### config.mk
export PLATFORM = sky130hd
export DESIGN_NAME = music_sequencer
export DESIGN_NICKNAME = d
export VERILOG_FILES = /design/src/rtl/music_sequencer.sv
export SDC_FILE = /design/constraint.sdc
export NUM_CORES = 1
export LEC_CHECK = 0
export ABC_AREA = 1
export CAP_MARGIN = 20
export CELL_PAD_IN_SITES_DETAIL_PLACEMENT = 1
export CELL_PAD_IN_SITES_GLOBAL_PLACEMENT = 2
export CORE_MARGIN = 2
export CORE_UTILIZATION = 31
export DETAILED_ROUTE_END_ITERATION = 12
export DONT_BUFFER_PORTS = 1
export PLACE_DENSITY_LB_ADDON = 0.15
export SETUP_SLACK_MARGIN = 0.1
export SYNTH_ARGS = -nofsm -noshare
export SYNTH_HDL_FRONTEND = slang
export SYNTH_SLANG_ARGS = --single-unit
### constraint.sdc
create_clock -name clk -period 1.9 [get_ports clk]
set_input_delay 0.38 -clock clk [delete_from_list [all_inputs] [get_ports clk]]
set_output_delay 0.38 -clock clk [all_outputs]
set_load 0.1 [all_outputs]
### src/rtl/music_sequencer.sv
// Beat sequencer and tone register: steps a quarter-beat index through an
// external song ROM and registers the returned tone for the PWM generator.
// Adds play/pause/stop control, loop or one-shot mode, song switching at loop
// boundaries and a short silent gap between repeated notes.
module music_sequencer #(
  parameter int unsigned CLK_HZ     = 100_000_000,
  parameter int unsigned BEAT_HZ    = 8,
  parameter int unsigned BEAT_W     = 10,
  parameter int unsigned SONG_W     = 2,
  parameter logic [31:0] SILENCE    = 32'd20000,
  parameter int unsigned GAP_CYCLES = 0
) (
  input  logic              clk,
  input  logic              rst,
  input  logic              play,
  input  logic              pause,
  input  logic              stop,
  input  logic              loop_en,
  input  logic [SONG_W-1:0] song_sel,
  input  logic [BEAT_W-1:0] song_len,
  input  logic [31:0]       tone_in,
  output logic [BEAT_W-1:0] beat_num,
  output logic [SONG_W-1:0] song_out,
  output logic [31:0]       tone_out,
  output logic              beat_tick,
  output logic              playing,
  output logic              done
);

  localparam int unsigned DIV   = CLK_HZ / BEAT_HZ;
  localparam int unsigned DIV_W = $clog2(DIV);

  typedef enum logic [1:0] {IDLE, PLAY, PAUSE, DONE} state_t;

  state_t            state;
  logic [DIV_W-1:0]  div_cnt;
  logic [BEAT_W-1:0] len_r;
  logic [31:0]       prev_tone;
  logic [31:0]       gap_cnt;
  logic              beat_start;
  logic              gap_hit;
  logic              gap_active;
  logic              div_end;
  logic              last_beat;

  // Repeated-note detection on the first playing cycle of each beat.
  always_comb begin
    gap_hit    = (GAP_CYCLES != 0) && beat_start &&
                 (tone_in == prev_tone) && (tone_in != SILENCE);
    gap_active = gap_hit || (gap_cnt != '0);
    div_end    = (div_cnt == DIV_W'(DIV - 1));
    last_beat  = (beat_num == len_r - BEAT_W'(1));
  end

  // Control FSM, beat divider, song latch and tone register.
  always_ff @(posedge clk) begin
    if (rst) begin
      state      <= IDLE;
      div_cnt    <= '0;
      beat_num   <= '0;
      song_out   <= '0;
      len_r      <= '0;
      tone_out   <= SILENCE;
      beat_tick  <= 1'b0;
      playing    <= 1'b0;
      done       <= 1'b0;
      prev_tone  <= SILENCE;
      gap_cnt    <= '0;
      beat_start <= 1'b0;
    end else begin
      beat_tick <= 1'b0;
      tone_out  <= SILENCE;
      if (state == PLAY) begin
        tone_out <= gap_active ? SILENCE : tone_in;
      end

      case (state)
        IDLE, DONE: begin
          if (stop) begin
            state   <= IDLE;
            done    <= 1'b0;
            playing <= 1'b0;
          end else if (!pause && play && (song_len != '0)) begin
            state      <= PLAY;
            playing    <= 1'b1;
            done       <= 1'b0;
            song_out   <= song_sel;
            len_r      <= song_len;
            beat_num   <= '0;
            div_cnt    <= '0;
            prev_tone  <= SILENCE;
            gap_cnt    <= '0;
            beat_start <= 1'b1;
          end
        end

        PLAY: begin
          prev_tone <= tone_in;
          if (beat_start) begin
            beat_start <= 1'b0;
            gap_cnt    <= gap_hit ? GAP_CYCLES - 1 : '0;
          end else if (gap_cnt != '0) begin
            gap_cnt <= gap_cnt - 32'd1;
          end

          if (stop) begin
            state      <= IDLE;
            playing    <= 1'b0;
            beat_num   <= '0;
            div_cnt    <= '0;
            gap_cnt    <= '0;
            beat_start <= 1'b0;
          end else if (div_end) begin
            div_cnt   <= '0;
            beat_tick <= 1'b1;
            if (loop_en && last_beat) begin
              song_out <= song_sel;
              len_r    <= song_len;
            end
            // A beat advance that ends the song wins over a concurrent pause.
            if (!last_beat || (loop_en && (song_len != '0))) begin
              beat_num   <= last_beat ? '0 : beat_num + BEAT_W'(1);
              beat_start <= 1'b1;
              if (pause) begin
                state   <= PAUSE;
                playing <= 1'b0;
              end
            end else begin
              state      <= DONE;
              playing    <= 1'b0;
              done       <= 1'b1;
              beat_num   <= '0;
              gap_cnt    <= '0;
              beat_start <= 1'b0;
            end
          end else begin
            div_cnt <= div_cnt + DIV_W'(1);
            if (pause) begin
              state   <= PAUSE;
              playing <= 1'b0;
            end
          end
        end

        PAUSE: begin
          if (stop) begin
            state      <= IDLE;
            beat_num   <= '0;
            div_cnt    <= '0;
            gap_cnt    <= '0;
            beat_start <= 1'b0;
          end else if (!pause && play) begin
            state   <= PLAY;
            playing <= 1'b1;
          end
        end

        default: state <= IDLE;
      endcase
    end
  end

endmodule
Yosys cells after proc, flatten, opt, wreduce, memory -nomap -nowiden. Index checks and enable logic that the tools add are counted.

Register bits after elaboration: 116. Latch bits: 0. Memory bits (writable): 0. Bits in read-only memories: 0. Input bits: 50. Word-level logic and storage cells: 119. Memories: 0.

Add/subtract/negate cells: 4. Multiply operators: 0. Divide/modulo/power cells: 0. $lt $le $gt $ge: 0. Equality and inequality tests: 17. Shifts and indexed selects: 0. Mux-type cells: 66. Bitwise operators: 1. Reduce and logical (&&, ||, !) cells: 20.

Operators with widths (number): $mux 32 (8); $mux 10 (12); $mux 24 (5); $pmux 32 s3 (1); $pmux 24 s3 (1); $reduce_bool 32->1 (1); $sub 32x1->32 const B (1); $pmux 10 s3 (1); $mux 2 (13); $add 24x1->24 const B (1); $eq 24x24->1 const B (1); $pmux 10 s2 (1); $mux 1 (19); $ne 2x2->1 const B (8); $add 10x1->10 const B (1); $eq 10x10->1 (1); $reduce_bool 10->1 (1); $sub 10x1->10 const B (1); $ne 3x3->1 const B (3); $pmux 1 s3 (2); $pmux 2 s3 (1); $reduce_and 3->1 (2); $reduce_and 6->1 (1); $reduce_or 3->1 (2); 15 further kinds (20).

Logic depth before layout (Yosys ltp).
Word-level depth: 8. Gate-level depth with buffers: 16. Mapped depth without buffers: 15.

Worst setup path after synthesis. Ideal clock, no wire load.

Kind: reg2reg. Start: register beat_num[3]. End: register song_out[1]. Arrival: 2.348 ns. Required time: 1.768 ns. Slack: -0.580 ns. Stages on the path, launching flop included: 13. Clock period less this slack: 2.480 ns. Cells stage by stage: dfxtp_1 clkbuf_2 xor2_1 nor2_1 nor2_1 nand4_1 nor2_2 nand2_2 o21ai_4 nand2_2 buf_6 nand2_1 a21oi_1.

Cells in the longest elaborated chain, start to end: 4.

Ends and longest elaborated chain: start, declared (line 22) `output logic [BEAT_W-1:0] beat_num,`; start signal, assigned (line 122) `beat_num <= last_beat ? '0 : beat_num + BEAT_W'(1);`; $eq 10x10->1 (line 52) `last_beat = (beat_num == len_r - BEAT_W'(1));`; $logic_and 1x1->1 (line 116) `if (loop_en && last_beat) begin`; $ne 2x1->1 (no source line); $reduce_and 6->1 (no source line); end signal, assigned (line 87) `song_out <= song_sel;`; end signal, assigned (line 117) `song_out <= song_sel;`; end, declared (line 23) `output logic [SONG_W-1:0] song_out,`.

Every way passes these cells. A chain may end at the register's enable or synchronous reset.

Worst setup path after layout.
Start: register len_r[0]. End: register len_r[8].

Cells in the longest elaborated chain, start to end: 5.

Ends and longest elaborated chain: start, declared (line 37) `logic [BEAT_W-1:0] len_r;`; start signal, assigned (line 88) `len_r <= song_len;`; start signal, assigned (line 118) `len_r <= song_len;`; $sub 10x1->10 (line 52); $eq 10x10->1 (line 52); $logic_and 1x1->1 (line 116); $ne 2x1->1 (no source line); $reduce_and 6->1 (no source line).

Every way passes these cells.

==> summary.txt <==
Outcome = complete, but fails checks
Failing checks = negative setup slack
Slew headroom = 0.788
First-pass GRT wire length = 34.4 mm
Peak supply drop = 0.676 mV
Vias in the first global route = 6936
Seq cells post-synth = 116
Yosys top cell area share = 0.379
Most numerous cell in the Yosys netlist = nor2_1
Finish-stage setup viols = 60
Hold Buf Count CTS = 0
Synth-to-layout area growth = 53.1%
Worst Path Required = 2.22 ns
Power Density = 1330 nW/um2
Fin Hold WS = 0.0357 ns
Via Count = 6796
Worst min path class = input port to register
F_max = 465 MHz
IO buf count = 0
Synth Instances = 908
Register area share after synthesis = 0.379
Fin. max-slew vios = 0
First drt pass iteration count = 5
Worst Skew = 0.0118 ns
Slew of the pin with the lowest slew margin = 0.316 ns
Antenna violations before repair = 0
Largest net degree at the start of global routing = 36
Drt wl/cell = 16.5 um
Worst skew pair latency = 0.43 ns
CP Launch Type = register
Initial DRC count = 210
CP Capture Type = register
Final RePlAce weighted congestion = 0.848
# diodes = 0
Placed wire-length estimate = 16.4 mm
Post-synth EDFFs = 0
Leakage = 4.34 nW
RSZ-0062 raised after global routing = true
CTS tree = done
Initial core utilization = 0.316
Syn Std Cell Area = 6120 um2
Syn avg cell area = 6.75 um2
Nets = 1179
Post-DRT Antenna Nets = 0
Critical Path AT = 2.47 ns
Core Region = 19400 um2
Max Cap Violations = 0
Layout cells sized above 1 = 0.380
Worst setup margin = -0.250 ns
Largest cells by area after synthesis = dfxtp_1 (38%), nor2_1 (10%), nand2_1 (9.6%)
Placement Rows = 51
Largest area contributor in the netlist = dfxtp_1
Clock buffer count from CTS = 17
Top cells by count, synth = nor2_1 (171), nand2_1 (157), inv_1 (131), dfxtp_1 (116), nand3_1 (75)
Mapped Nets = 965
Async S/R FF share, synth = 0
Synth Flop Type = dfxtp_1
Gr ovfl total = 0
Residual DRC = 0
GRT Total Usage = 0.212
Yosys Warn Count = 0
Crit path time final = 2.15 ns
Fillers = 2448
Clock buffer depth = 2
Vias per inst = 4.85
CTS sink cnt = 116
Count of different cell masters after synthesis = 43
Die Wd = 145 um
Sum Neg Setup Slack = -10.82 ns
CTS H-tree depth = 4
Crit share post-route = 1.13
Clock transition at path regs = 0.06 ns
Die area = 20900 um2
Detailed Route WL = 23.0 mm
Height of the chip = 145 um
Final Hold Violating Endpoints = 0
# IOs = 97
CP Class = register to register
CP Max Fanout = 12
Clock root buffer = clkbuf_16
critical path: stages (launching register included):
cell and delay [ns]:
dfxtp_2 0.33, inv_2 0.05, ha_4 0.25, xor2_1 0.14, nand2_1 0.13, nor2_2 0.14
nand4_1 0.11, nor2_2 0.18, nand2_2 0.11, o21ai_4 0.25, nand2_4 0.16, nand2_1 0.12
a21oi_2 0.06
stage by stage:
step                total power [mW]  setup slack (ns)  utilization  cell area (um2)  instances
floorplan                       6.35           -0.0602            -             6190        908
global placement                8.16            -0.175        0.401             7770       1332
detailed placement              8.29            -0.236        0.401             7770       1332
CTS                             12.0            -0.172        0.453             8790       1374
global route                    13.2            -0.386        0.483             9380       1400
finish                          12.4            -0.250        0.483             9380       1400
cells by family (layout without fill, tap and decap cells):
family / count (synthesis) / count (layout) / synth area share
AO/OA/AOI/OAI: 98 / 98 / 0.0893
XOR/XNOR: 45 / 45 / 0.0644
adder cells (fa/ha/maj): 7 / 7 / 0.0143
buffers and inverters: 156 / 382 / 0.104
flip-flops: 116 / 116 / 0.379
AND/OR/NAND/NOR: 486 / 487 / 0.349
registers in the layout, summed over array words and instances (netlist names), 2 cells and up:
name,flops
beat_num,10
div_cnt,24
gap_cnt,32
len_r,10
song_out,2
state,2
tone_out,32
final timing paths:
| kind | endpoint | start | slack [ns] | cells after the start |
|---|---|---|---|---|
| worst max-delay path | len_r[8] | len_r[0] | -0.25 | 12 |
| worst min-delay path | div_cnt[11] | rst | 0.04 | 1 |
| worst min register to register | gap_cnt[27] | gap_cnt[27] | 0.47 | 2 |
| worst max register to register | len_r[8] | len_r[0] | -0.25 | 12 |
layer usage:
metal / GRT usage / routed length [um] / vias up
met5: 0 / 0 / -
met4: 0.0746 / 483 / 0
met3: 0.0450 / 694 / 39
met2: 0.387 / 12300 / 120
met1: 0.243 / 9570 / 3321
li1: - / - / 3316
timing repair:
action / in CTS / in global routing
cloned: 1 / 4
resized for setup: 97 / 115
pin swaps: 45 / 47
setup endpoints to repair: 111 / 108
buffers inserted: 10 / 24
area by class of cell:
type                            instances  area (um2)  area share
Inverter                              133         510      0.0544
Tap cell                              265         332      0.0354
Clock inverter                         15         189      0.0201
Multi-Input combinational cell        637        3790       0.404
Clock buffer                           17         425      0.0454
Timing Repair Buffer                  217        1760       0.188
Sequential cell                       116        2370       0.253
report_power, final:
part           switching (mW)  internal [mW]  total (mW)
registers               0.169           2.70        2.86
logic                    3.81           2.34        6.15
clock network            1.41           2.00        3.41
placed cells by master (no fill, tap or decap), drive strengths merged:
cell type | synthesis | layout
a211oi | 1 | 1
a21oi | 55 | 55
a221oi | 1 | 1
a31oi | 3 | 3
and2 | 1 | 1
buf | 12 | 215
bufinv | 0 | 2
clkbuf | 11 | 19
clkinv | 2 | 6
clkinvlp | 0 | 1
dfxtp | 116 | 116
ha | 7 | 7
inv | 131 | 139
nand2 | 161 | 162
nand3 | 76 | 76
nand3b | 1 | 1
nand4 | 27 | 27
nor2 | 184 | 184
nor3 | 23 | 23
nor3b | 2 | 2
nor4 | 3 | 3
o211a | 1 | 1
o211ai | 1 | 1
o21a | 3 | 3
o21ai | 30 | 30
o21bai | 1 | 1
o22ai | 2 | 2
or2 | 8 | 8
xnor2 | 12 | 12
xor2 | 33 | 33
Note: power is estimated with default switching activity, not from simulation.
